--- config.mk ---
export PLATFORM = sky130hd
export DESIGN_NAME = rsp_dma_sequencer
export DESIGN_NICKNAME = d
export VERILOG_FILES = /design/src/rtl/rsp_dma_sequencer.sv
export SDC_FILE = /design/constraint.sdc
export NUM_CORES = 1
export LEC_CHECK = 0
export BUFFER_PORTS_ARGS = -buffer_cell sky130_fd_sc_hd__buf_2
export CORE_AREA = 5 5 76 78
export DETAILED_ROUTE_END_ITERATION = 16
export DIE_AREA = 0 0 81 83
export HOLD_SLACK_MARGIN = 0.06
export PLACE_DENSITY = 0.75
export SLEW_MARGIN = 20
export SYNTH_ARGS = -nofsm -noshare
export SYNTH_HDL_FRONTEND = slang
export SYNTH_SLANG_ARGS = --single-unit
--- constraint.sdc ---
create_clock -name clk -period 3.2 [get_ports clk]
set_clock_uncertainty 0.1 [all_clocks]
set_input_delay 0.48 -clock clk [delete_from_list [all_inputs] [get_ports clk]]
set_output_delay 0.48 -clock clk [all_outputs]
set_load 0.05 [all_outputs]
--- src/rtl/rsp_dma_sequencer.sv ---
// Purpose: upstream DMA sequencer for the RSP bus. It takes one request and issues 64-bit beats to the bus/memory interface.
// Latency: read beats are combinational in the RUN cycle, and their DBUS write enable follows RD_LAT_* cycles later. Write beats assert the DBUS read enable first and the memory strobe one cycle after it.
// Backpressure: bus_stall freezes beat issue while in RUN. req_ready is high only in IDLE.
//
// Ports:
//   clk, rst            clock and synchronous active-high reset
//   req_*               transfer request (valid/ready handshake, dir, imem, start word, words-1)
//   bus_stall           downstream DBUS not ready
//   dma_*               per-beat address, mask, read/write strobes and IMEM select
//   dbus_*_enable       downstream data register capture/drive enables
//   busy, done, err     status: not idle, end-of-transfer pulse, sticky address overrun
//
// Optional feature macro: RSP_DMA_WRAP_EN. When it is defined, the word address wraps at the top of the 4 KB window.
// When it is not defined, the transfer truncates at word 0xFFC and err is flagged.
module rsp_dma_sequencer #(
  parameter int RD_LAT_DMEM = 2,
  parameter int RD_LAT_IMEM = 4,
  parameter int CNT_W       = 10
) (
  input  logic             clk,
  input  logic             rst,
  input  logic             req_valid,
  output logic             req_ready,
  input  logic             req_dir,
  input  logic             req_imem,
  input  logic [11:2]      req_addr,
  input  logic [CNT_W-1:0] req_count,
  input  logic             bus_stall,
  output logic [11:3]      dma_address,
  output logic [1:0]       dma_mask,
  output logic             dma_dm_to_rd,
  output logic             dma_rd_to_dm,
  output logic             dma_imem_select,
  output logic             dbus_read_enable,
  output logic             dbus_write_enable,
  output logic             busy,
  output logic             done,
  output logic             err
);

  // The shift register must be at least 2 deep so that the slice below stays legal.
  localparam int SR_D = (RD_LAT_IMEM > RD_LAT_DMEM) ? RD_LAT_IMEM : RD_LAT_DMEM;

  typedef enum logic [1:0] {
    IDLE  = 2'd0,
    RUN   = 2'd1,
    DRAIN = 2'd2
  } state_t;

  state_t           state, state_nxt;
  logic             dir_q;
  logic             imem_q;
  logic [11:2]      cur;
  logic [CNT_W:0]   rem;
  logic [SR_D-1:0]  sr;
  logic             wr_pend;
  logic [11:3]      wr_addr;
  logic [1:0]       wr_mask;

  logic             accept;
  logic             beat;
  logic             rd_beat;
  logic             wr_beat;
  logic [1:0]       mask_c;
  logic [1:0]       step;
  logic [11:2]      cur_nxt;
  logic [CNT_W:0]   rem_nxt;
  logic             last;
  logic             in_flight;
  logic             drained;

  assign accept  = req_valid && (state == IDLE);
  assign beat    = (state == RUN) && !bus_stall;
  assign rd_beat = beat && !dir_q;
  assign wr_beat = beat && dir_q;

  // An odd start word takes only the low half. A single remaining even word takes only the high half.
  always_comb begin
    mask_c = 2'b11;
    if (cur[2]) begin
      mask_c = 2'b01;
    end else if (rem == (CNT_W+1)'(1)) begin
      mask_c = 2'b10;
    end
  end

  assign step    = (mask_c == 2'b11) ? 2'd2 : 2'd1;
  assign rem_nxt = rem - (CNT_W+1)'(step);

`ifdef RSP_DMA_WRAP_EN
  // Plain 10-bit arithmetic wraps 0xFFC back to 0x000.
  assign cur_nxt = cur + 10'(step);
  assign last    = (rem_nxt == '0);
  assign err     = 1'b0;
`else
  logic carry;
  logic overrun;
  logic err_q;

  assign {carry, cur_nxt} = {1'b0, cur} + 11'(step);
  // Words are still left, but the next word would fall outside the window.
  assign overrun = carry && (rem_nxt != '0);
  assign last    = (rem_nxt == '0) || overrun;
  assign err     = err_q;

  always_ff @(posedge clk) begin
    if (rst) begin
      err_q <= 1'b0;
    end else if (accept) begin
      err_q <= 1'b0;
    end else if (beat && overrun) begin
      err_q <= 1'b1;
    end
  end
`endif

  // Only the taps at or below the active latency still count as read beats in flight.
  always_comb begin
    in_flight = 1'b0;
    for (int i = 0; i < SR_D; i++) begin
      if (sr[i] && (i < (imem_q ? RD_LAT_IMEM : RD_LAT_DMEM))) begin
        in_flight = 1'b1;
      end
    end
  end

  assign drained = !in_flight && !wr_pend;

  always_comb begin
    state_nxt = state;
    case (state)
      IDLE:    if (req_valid) state_nxt = RUN;
      RUN:     if (beat && last) state_nxt = DRAIN;
      DRAIN:   if (drained) state_nxt = IDLE;
      default: state_nxt = IDLE;
    endcase
  end

  always_ff @(posedge clk) begin
    if (rst) begin
      state   <= IDLE;
      dir_q   <= 1'b0;
      imem_q  <= 1'b0;
      cur     <= '0;
      rem     <= '0;
      sr      <= '0;
      wr_pend <= 1'b0;
      wr_addr <= '0;
      wr_mask <= '0;
    end else begin
      state   <= state_nxt;
      sr      <= {sr[SR_D-2:0], rd_beat};
      wr_pend <= wr_beat;
      if (wr_beat) begin
        wr_addr <= cur[11:3];
        wr_mask <= mask_c;
      end
      if (accept) begin
        dir_q  <= req_dir;
        imem_q <= req_imem;
        cur    <= req_addr;
        rem    <= {1'b0, req_count} + (CNT_W+1)'(1);
      end else if (beat) begin
        cur <= cur_nxt;
        rem <= rem_nxt;
      end
    end
  end

  assign req_ready         = (state == IDLE);
  assign busy              = (state != IDLE);
  assign done              = (state == DRAIN) && drained;
  assign dma_imem_select   = imem_q;
  assign dma_dm_to_rd      = rd_beat;
  assign dbus_read_enable  = wr_beat;
  assign dma_rd_to_dm      = wr_pend;
  assign dbus_write_enable = imem_q ? sr[RD_LAT_IMEM-1] : sr[RD_LAT_DMEM-1];

  // A read beat and a pending write strobe never coexist, because dir is fixed for a whole transfer.
  always_comb begin
    dma_address = '0;
    dma_mask    = '0;
    if (wr_pend) begin
      dma_address = wr_addr;
      dma_mask    = wr_mask;
    end else if (rd_beat) begin
      dma_address = cur[11:3];
      dma_mask    = mask_c;
    end
  end

endmodule

==> results of run 1 <==
==> stage by stage <==
step / hold WS [ns] / setup TNS, ns / instances / worst slack (ns) / area [sq um]
6_report: 0.317 / 0 / 447 / 0.117 / 3040
5_1_grt: 0.319 / -0.0592 / 447 / -0.0504 / 3040
4_1_cts: 0.310 / 0 / 443 / 0.00876 / 2970
3_5_place_dp: 0.349 / -0.0107 / 435 / -0.0107 / 2820
3_3_place_gp: 0.342 / 0 / 435 / 0.0735 / 2820
2_1_floorplan: 0.332 / -1.23 / 326 / -0.137 / 2490
==> routing by layer <==
layer | GRT usage | vias up | part of all wire
met3 | 0.0433 | 7 | 0.061
met4 | 0.0599 | 0 | 0.015
met2 | 0.352 | 63 | 0.51
li1 | - | 1249 | -
met1 | 0.236 | 1113 | 0.41
met5 | 0 | - | 0
==> synthesized netlist by cell type (all sizes together), types with 3 or more instances <==
cell type / instances
a2111oi: 3
a211oi: 6
a21oi: 33
a31oi: 4
buf: 5
clkbuf: 14
dfxtp: 42
ha: 4
inv: 9
mux2: 3
nand2: 62
nand3: 6
nand4: 8
nor2: 32
nor2b: 3
nor3: 12
nor3b: 7
nor4: 6
o21ai: 18
or2: 3
xnor2: 8
xor2: 8
==> timing repair <==
item                                    4_1_cts  5_1_grt
endpoints found under the hold margin         0        0
endpoints found under the setup margin        1        3
gates cloned                                  0        0
setup buffers                                 0        4
resized for setup                             3       10
pin swaps                                     1        9
==> how the worst max path moves through the flow <==
stage,end,startpoint
2_1_floorplan,dma_address[10],bus_stall
3_3_place_gp,state[0],rem[0]
3_5_place_dp,state[0],rem[0]
4_1_cts,state[0],rem[0]
5_1_grt,state[0],rem[0]
6_report,state[0],rem[0]
==> registers in the layout (all words and copies together) (netlist names) <==
register and cells:
sr 4, dma_imem_select 1, wr_mask 2, wr_addr 9, dma_rd_to_dm 1, cur 10, rem 11, err 1
state 2, dir_q 1
==> cells by family after synthesis <==
logic type	synth area share
mux	0.0154
fa+ha+maj	0.0369
flops	0.344
compound gates	0.201
xor+xnor	0.0574
buf+inv	0.0492
simple gates	0.296
==> critical path, cell delays in order (launching register included) <==
cell,delay (ns)
dfxtp_2,0.34
inv_2,0.04
or4_4,0.51
nor3_2,0.17
or2_4,0.15
ha_4,0.13
inv_2,0.03
fa_2,0.34
buf_6,0.13
xnor2_1,0.11
a31oi_1,0.17
nand4_1,0.23
a2111oi_2,0.41
a21oi_1,0.10
==> layout make-up <==
cell class,count,share of cell area
Multi-Input combinational cell,255,0.517
Sequential cell,42,0.277
Timing Repair Buffer,62,0.117
Tap cell,70,0.0288
Clock buffer,6,0.0272
Clock inverter,2,0.0198
Inverter,10,0.0124
==> power by group through the flow <==
stage | combinational [mW] | clock [mW] | sequential, mW
5_1_grt | 0.477 | 0.550 | 0.612
3_3_place_gp | 0.390 | 0 | 0.613
6_report | 0.430 | 0.519 | 0.605
2_1_floorplan | 0.286 | 0 | 0.602
3_5_place_dp | 0.397 | 0 | 0.614
4_1_cts | 0.405 | 0.526 | 0.603
==> placed cells by master (no fill, tap or decap), drive strengths merged, types with 3 or more instances in the layout <==
cell / n
buf: 62
nor3b: 7
a2111oi: 3
nand3: 6
xor2: 8
nor3: 12
inv: 9
o21ai: 18
nor4: 6
nor2b: 3
a211oi: 6
or2: 3
clkbuf: 6
xnor2: 8
nand4: 8
nor2: 32
a21oi: 33
mux2: 3
a31oi: 4
ha: 4
dfxtp: 42
nand2: 62
==> run summary, run 1 <==
Detail Route Antenna Nets: 0
actual slew at the worst max-slew pin: 0.801 ns
syn_nets: 358
final core occ: 0.607
multi-input logic area: 0.00157 sq mm
Synth top area share: 0.344
critical path class: register to register
Final nets: 408
Pins Over Slew Limit: 0
root buf cell: clkbuf_8
Post-synth EDFFs: 0
Total GRT Usage: 0.199
startpoint types: register
routability congestion estimate: 0.888
dpl hpwl: 4500 microns
Hold Buf Count CTS: 0
layout cell share with drive strength beyond 1: 0.257
Synth area leaders: dfxtp_1, nand2_1, a21oi_1, nor2_1, o21ai_0
Syn Inst Count: 326
FF-to-FF End: state[0]
leakage: 1.20 nW
PortBufs: 45
clock buffer depth: 2
Synth area leader: dfxtp_1
sequential fraction of the synthesis area: 0.344
first-pass GRT wire length: 10900 microns
Clock Sinks: 42
Reg clk slew, reported paths: 0.08 ns
relative slew slack: 0.465
Tcrit/Tclk final: 0.964
Post-Route WL: 6320 microns
Worst Reg-to-Reg Cells: 13
Post-synth top flop: dfxtp_1
total power draw: 1.55 mW
Post-synth ARST share: 0
Reg-to-Reg Start: rem[0]
hold crit path type: primary input to register
Final Hold Fails: 0
Vias/cell: 5.44
Ports: 46
initial DRC count: 125
DRT Pass-1 Iters: 5
Reg area: 842 sq um
crit path time final: 3.08 ns
die area: 0.00672 sq mm
FILL cells: 472
worst hold path cell count: 3
initial antenna violation count: 0
largest net degree at the start of global routing: 38
clk_lat worst skew: 0.30 ns
ant diodes: 0
CTS tree: built
Syn Area/Cell: 7.49 sq um
clock group share of total power: 0.334
status: completed
number of synthesis warnings: 0
Die Ht: 83 microns
CP endpoint kind: register
Synth cell types: 50
Initial Utilization: 0.487
number of synthesized register bits: 42
P&R area growth vs syn: 24.5%
fmax: 324 MHz
Peak supply drop: 0.000210 V
endpoints failing setup: 0
Internal: 1.06 mW
DR WL/cell: 14.1 microns
vias: 2432
htree depth: 2
crit path DAT: 3.16 ns
DRC Markers: 0
GRT overflow: 0
Max-cap violations: 0
vias in the first global route: 2373
row count: 26
flop2flop setup slack: 0.12 ns
PwrDens: 511 mW/mm^2
Worst Hold End: cur[8]
Mapped Area: 0.00244 sq mm
Die W: 81 microns
total net switching power: 0.491 mW
min-delay src: req_addr[8]
unrepaired setup endpoints after global routing: true
WP data required: 3.27 ns
worst-path maximum fanout: 4
sw frac: 0.316
Num CTS Buffers: 5
core area: 0.00501 sq mm
Logic pwr share: 0.277
Flop pwr share: 0.389
Note: power is estimated with default switching activity, not from simulation.
==> run 2, diff against run 1 <==
- REMOVE_ABC_BUFFERS: not set -> 1
==> run summary, run 2 (synthesis results as in run 1) <==
worst-path maximum fanout: 2 (was 4)
Tcrit/Tclk final: 0.991 (was 0.964)
crit path launch: rem[0] (unchanged)
Critical Path Stages: 12 (was 13)
dpl hpwl: 4450 microns (was 4500 microns)
P&R area growth vs syn: 24.9% (was 24.5%)
htree depth: 2 (unchanged)
slowest cell on the critical path: or4_4 (unchanged)
crit path DAT: 3.23 ns (was 3.16 ns)
first-pass GRT wire length: 10500 microns (was 10900 microns)
DRC Markers: 0 (unchanged)
Peak supply drop: 0.000223 V (was 0.000210 V)
CP Cell Sequence: inv_1 > or4_4 > nor3_2 > or2_4 > ha_4 > inv_1 > fa_2 > or2_4 > a2111oi_4 > o21ai_2 > a2111oi_4 > a21oi_1 (was inv_2 > or4_4 > nor3_2 > or2_4 > ha_4 > inv_2 > fa_2 > buf_6 > xnor2_1 > a31oi_1 > nand4_1 > a2111oi_2 > a21oi_1)
startpoint types: register (unchanged)
endpoints failing setup: 0 (unchanged)
DP Cell Count: 443 (was 435)
unrepaired setup endpoints after global routing: true (unchanged)
Final nets: 413 (was 408)
final setup margin: 0.0282 ns (was 0.117 ns)
max reg flops: 11 (unchanged)
Placement Setup Slack: -0.0931 ns (was -0.0107 ns)
Top Registers: rem: 11 flops, cur: 10 flops, wr_addr: 9 flops (unchanged)
FILL cells: 477 (was 472)
Die W: 81 microns (unchanged)
die area: 0.00672 sq mm (unchanged)
routability congestion estimate: 0.872 (was 0.888)
status: completed (unchanged)
crit-path leading delay family: simple AND/OR/NAND/NOR gates (unchanged)
Total GRT Usage: 0.192 (was 0.199)
Reg clk slew, reported paths: 0.08 ns (about the same)
clock buffer depth: 2 (unchanged)
CP Buf/Inv Count: 2 (was 3)
Max-cap violations: 0 (unchanged)
Detail Route Antenna Nets: 0 (unchanged)
leakage: 1.19 nW (was 1.20 nW)
row count: 26 (unchanged)
Initial Utilization: 0.487 (unchanged)
Ports: 46 (unchanged)
Num CTS Buffers: 5 (unchanged)
Final Hold Fails: 0 (unchanged)
root buf cell: clkbuf_8 (unchanged)
GRT overflow: 0 (unchanged)
CP endpoint kind: register (unchanged)
relative slew slack: 0.486 (was 0.465)
most common cell after layout, fill and taps aside: nand2_1 (unchanged)
Clock Sinks: 42 (unchanged)
Worst Reg-to-Reg Cells: 12 (was 13)
vias in the first global route: 2331 (was 2373)
hold crit path type: primary input to register (unchanged)
initial antenna violation count: 0 (unchanged)
CP max stage delay: 0.54 ns (was 0.51 ns)
DRT Pass-1 Iters: 4 (was 5)
layout cell share with drive strength beyond 1: 0.257 (about the same)
WP data required: 3.26 ns (was 3.27 ns)
DR WL/cell: 13.9 microns (was 14.1 microns)
fmax: 315 MHz (was 324 MHz)
Largest Register: rem (unchanged)
largest net degree at the start of global routing: 31 (was 38)
PwrDens: 477 mW/mm^2 (was 511 mW/mm^2)
actual slew at the worst max-slew pin: 0.769 ns (was 0.801 ns)
Pins Over Slew Limit: 0 (unchanged)
most frequent cells in the layout: nand2_1, buf_2, dfxtp_1, a21oi_1, nor2_1 (unchanged)
Placed Area: 0.00283 sq mm (was 0.00282 sq mm)
flop2flop setup slack: 0.03 ns (was 0.12 ns)
Reg-to-Reg Start: rem[0] (unchanged)
CTS tree: built (unchanged)
critical path class: register to register (unchanged)
Finished Layout Cells: 452 (was 447)
vias: 2445 (was 2432)
Vias/cell: 5.41 (was 5.44)
ant diodes: 0 (unchanged)
PortBufs: 45 (unchanged)
initial DRC count: 128 (was 125)
core area: 0.00501 sq mm (unchanged)
critical path endpoint: state[0] (unchanged)
crit path time final: 3.17 ns (was 3.08 ns)
FF-to-FF End: state[0] (unchanged)
Post-Route WL: 6280 microns (was 6320 microns)
clk_lat worst skew: 0.29 ns (was 0.30 ns)
post-route design area: 0.00305 sq mm (was 0.00304 sq mm)
Die Ht: 83 microns (unchanged)
[run 2: cell types whose count changed in the layout (fill, tap and decap cells not counted), moves of 2 or more]
cell      delta
buf_4        +5
clkbuf_1     +2
inv_1        +2
inv_2        -2
o21ai_0      +9
o21ai_1     -10
o41ai_1      +2
o41ai_2      -2
[run 2: area by class of cell]
type / count / area (sq um) / share of cell area
clock buffers: 7 / 76.3 / 0.0250
inverters: 10 / 37.5 / 0.0123
clock inverters: 1 / 30.0 / 0.00985
flip-flops and latches: 42 / 842 / 0.276
well taps: 70 / 87.6 / 0.0287
repair buffers: 67 / 394 / 0.129
multi-input cells: 255 / 1580 / 0.519
[run 2: routing by layer]
metal  GRT usage  part of all wire  vias up
li1            -                 -     1271
met1       0.245              0.44     1111
met2       0.322              0.49       55
met3      0.0379             0.051        8
met4      0.0568             0.014        0
met5           0                 0        -
[run 2: worst min path at each step]
stage	start	endpoint	slack, ns	cells past startpoint
after floorplan	wr_addr[10]	wr_addr[10]	0.33	2
after global placement	sr[2]	sr[3]	0.34	1
after detailed placement	wr_addr[3]	wr_addr[3]	0.35	2
after CTS	req_addr[3]	cur[3]	0.31	3
after global routing	req_imem	dma_imem_select	0.33	3
final	req_addr[3]	cur[3]	0.32	3
[run 2: what timing repair did]
action | CTS | global route
buffers inserted | 0 | 1
endpoints found under the hold margin | 0 | 0
resized for setup | 10 | 13
hold buffers | 0 | 0
endpoints found under the setup margin | 1 | 3
pin swaps | 3 | 6
[run 2: worst reg2reg max path, cell delays in order (launching register included)]
cell	delay, ns
dfxtp_2	0.33
inv_1	0.05
or4_4	0.54
nor3_2	0.19
or2_4	0.15
ha_4	0.12
inv_1	0.05
fa_2	0.36
or2_4	0.26
a2111oi_4	0.33
o21ai_2	0.13
a2111oi_4	0.30
a21oi_1	0.12
[run 2: power breakdown]
| group | leakage [nW] | total, mW | internal (mW) | switching (mW) |
|---|---|---|---|---|
| clock | 0.0524 | 0.407 | 0.233 | 0.173 |
| combinational | 0.790 | 0.458 | 0.187 | 0.272 |
| sequential | 0.344 | 0.590 | 0.556 | 0.0340 |
| total | 1.19 | 1.46 | 0.976 | 0.479 |
[run 2: per-stage QoR]
| stage | total power [mW] | hold slack, ns | setup TNS, ns | util |
|---|---|---|---|---|
| 2_1_floorplan | 0.855 | 0.331 | -6.02 | - |
| 3_3_place_gp | 1.00 | 0.338 | -0.0383 | 0.566 |
| 3_5_place_dp | 1.01 | 0.347 | -0.0931 | 0.566 |
| 4_1_cts | 1.43 | 0.315 | 0 | 0.592 |
| 5_1_grt | 1.54 | 0.325 | -0.137 | 0.609 |
| 6_report | 1.46 | 0.321 | 0 | 0.609 |
==> run 3, diff against run 2 <==
- CORE_AREA: 5 5 76 78 -> 2 2 73 75
- DIE_AREA: 0 0 81 83 -> 0 0 75 77
==> run summary, run 3 (synthesis results as in run 1) <==
routability congestion estimate: 0.798 (was 0.872)
Max-cap violations: 0 (unchanged)
crit path time final: 3.02 ns (was 3.17 ns)
max reg flops: 11 (unchanged)
hold crit path type: primary input to register (unchanged)
DRC Markers: 0 (unchanged)
unrepaired setup endpoints after global routing: true (unchanged)
Largest Register: rem (unchanged)
Reg clk slew, reported paths: 0.08 ns (about the same)
fmax: 331 MHz (was 315 MHz)
crit path DAT: 3.09 ns (was 3.23 ns)
Peak supply drop: 0.000252 V (was 0.000223 V)
core area: 0.00498 sq mm (was 0.00501 sq mm)
clock buffer depth: 2 (unchanged)
vias in the first global route: 2257 (was 2331)
root buf cell: clkbuf_8 (unchanged)
most frequent cells in the layout: nand2_1, buf_2, dfxtp_1, a21oi_1, nor2_1 (unchanged)
DR WL/cell: 13.3 microns (was 13.9 microns)
Pins Over Slew Limit: 0 (unchanged)
leakage: 1.17 nW (was 1.19 nW)
Ports: 46 (unchanged)
crit path launch: rem[0] (unchanged)
Final nets: 412 (was 413)
DRT Pass-1 Iters: 4 (unchanged)
Reg-to-Reg Start: rem[0] (unchanged)
Hold Buf Count CTS: 0 (unchanged)
Top Registers: rem: 11 flops, cur: 10 flops, wr_addr: 9 flops (unchanged)
Initial Utilization: 0.490 (was 0.487)
setup repair bufs after CTS: 0 (unchanged)
critical path endpoint: state[0] (unchanged)
Num CTS Buffers: 5 (unchanged)
post-route design area: 0.00298 sq mm (was 0.00305 sq mm)
dpl hpwl: 4410 microns (was 4450 microns)
Die W: 75 microns (was 81 microns)
relative slew slack: 0.450 (was 0.486)
Die Ht: 77 microns (was 83 microns)
initial DRC count: 124 (was 128)
FF-to-FF End: state[0] (unchanged)
endpoints failing setup: 0 (unchanged)
die area: 0.00578 sq mm (was 0.00672 sq mm)
PortBufs: 45 (unchanged)
Clock Sinks: 42 (unchanged)
ant diodes: 0 (unchanged)
clk_lat worst skew: 0.29 ns (about the same)
status: completed (unchanged)
Worst Reg-to-Reg Cells: 12 (unchanged)
initial antenna violation count: 0 (unchanged)
Tcrit/Tclk final: 0.944 (was 0.991)
Final Hold Fails: 0 (unchanged)
critical path class: register to register (unchanged)
Post-Route WL: 6020 microns (was 6280 microns)
row count: 26 (unchanged)
largest net degree at the start of global routing: 30 (was 31)
Total GRT Usage: 0.225 (was 0.192)
startpoint types: register (unchanged)
layout cell share with drive strength beyond 1: 0.247 (was 0.257)
P&R area growth vs syn: 22.0% (was 24.9%)
Detail Route Antenna Nets: 0 (unchanged)
CP endpoint kind: register (unchanged)
GRT overflow: 0 (unchanged)
Vias/cell: 5.41 (about the same)
total power draw: 1.38 mW (was 1.46 mW)
most common cell after layout, fill and taps aside: nand2_1 (unchanged)
FILL cells: 465 (was 477)
flop2flop setup slack: 0.18 ns (was 0.03 ns)
vias: 2439 (was 2445)
worst-path maximum fanout: 2 (unchanged)
first-pass GRT wire length: 10300 microns (was 10500 microns)
actual slew at the worst max-slew pin: 0.822 ns (was 0.769 ns)
htree depth: 2 (unchanged)
Placed Area: 0.00283 sq mm (unchanged)
CTS tree: built (unchanged)
WP data required: 3.27 ns (was 3.26 ns)
PwrDens: 462 mW/mm^2 (was 477 mW/mm^2)
==> run 3: worst min-delay path by stage <==
stage                      from  depth (start not counted)               to
global placement          sr[2]                          1            sr[3]
CTS                     req_dir                          3            dir_q
global route        req_addr[8]                          3           cur[8]
finish                 req_imem                          3  dma_imem_select
detailed placement   wr_addr[5]                          2       wr_addr[5]
floorplan           wr_addr[10]                          2      wr_addr[10]
==> run 3: what timing repair did <==
| action | in CTS | in global routing |
|---|---|---|
| pin swaps | 4 | 5 |
| resized for setup | 10 | 4 |
| endpoints found under the setup margin | 1 | 3 |
==> run 3: report_power, final <==
group / total (mW) / internal [mW] / switching, mW
Sequential: 0.591 / 0.556 / 0.0348
Combinational: 0.434 / 0.175 / 0.260
Clock: 0.351 / 0.174 / 0.177
==> run 3: layout make-up <==
cell class	instances	area, sq um	share of cell area
multi-input combinational	255	1540	0.516
sequential	42	842	0.283
timing repair buffer	66	383	0.129
tap	70	87.6	0.0294
clock buffer	7	86.3	0.0290
inverter	10	37.5	0.0126
clock inverter	1	5.00	0.00168
==> run 3: per-stage QoR <==
step | util | cells | setup TNS (ns) | setup WS (ns) | hold slack, ns
global placement | 0.569 | 443 | -0.0431 | -0.0431 | 0.339
detailed placement | 0.569 | 443 | -0.227 | -0.227 | 0.348
CTS | 0.593 | 451 | 0 | 0.0157 | 0.319
floorplan | - | 307 | -6.02 | -0.619 | 0.331
global route | 0.598 | 451 | -0.0159 | -0.0159 | 0.322
finish | 0.598 | 451 | 0 | 0.180 | 0.322
==> run 3: worst max-delay path, stage by stage, from the launching register on <==
cell       delay (ns)
dfxtp_2          0.33
inv_1            0.06
or4_4            0.54
nor3_2           0.11
or2_4            0.13
ha_1             0.14
inv_1            0.05
fa_2             0.33
or2_4            0.25
a2111oi_4        0.30
o21ai_1          0.14
a2111oi_2        0.31
a21oi_1          0.11
==> run 3: per-layer routing <==
layer | GRT usage | share of wire | vias to the layer above
met5 | 0 | 0 | -
met2 | 0.379 | 0.49 | 53
met3 | 0.0394 | 0.035 | 8
met4 | 0.0625 | 0.014 | 0
met1 | 0.288 | 0.46 | 1125
li1 | - | - | 1253
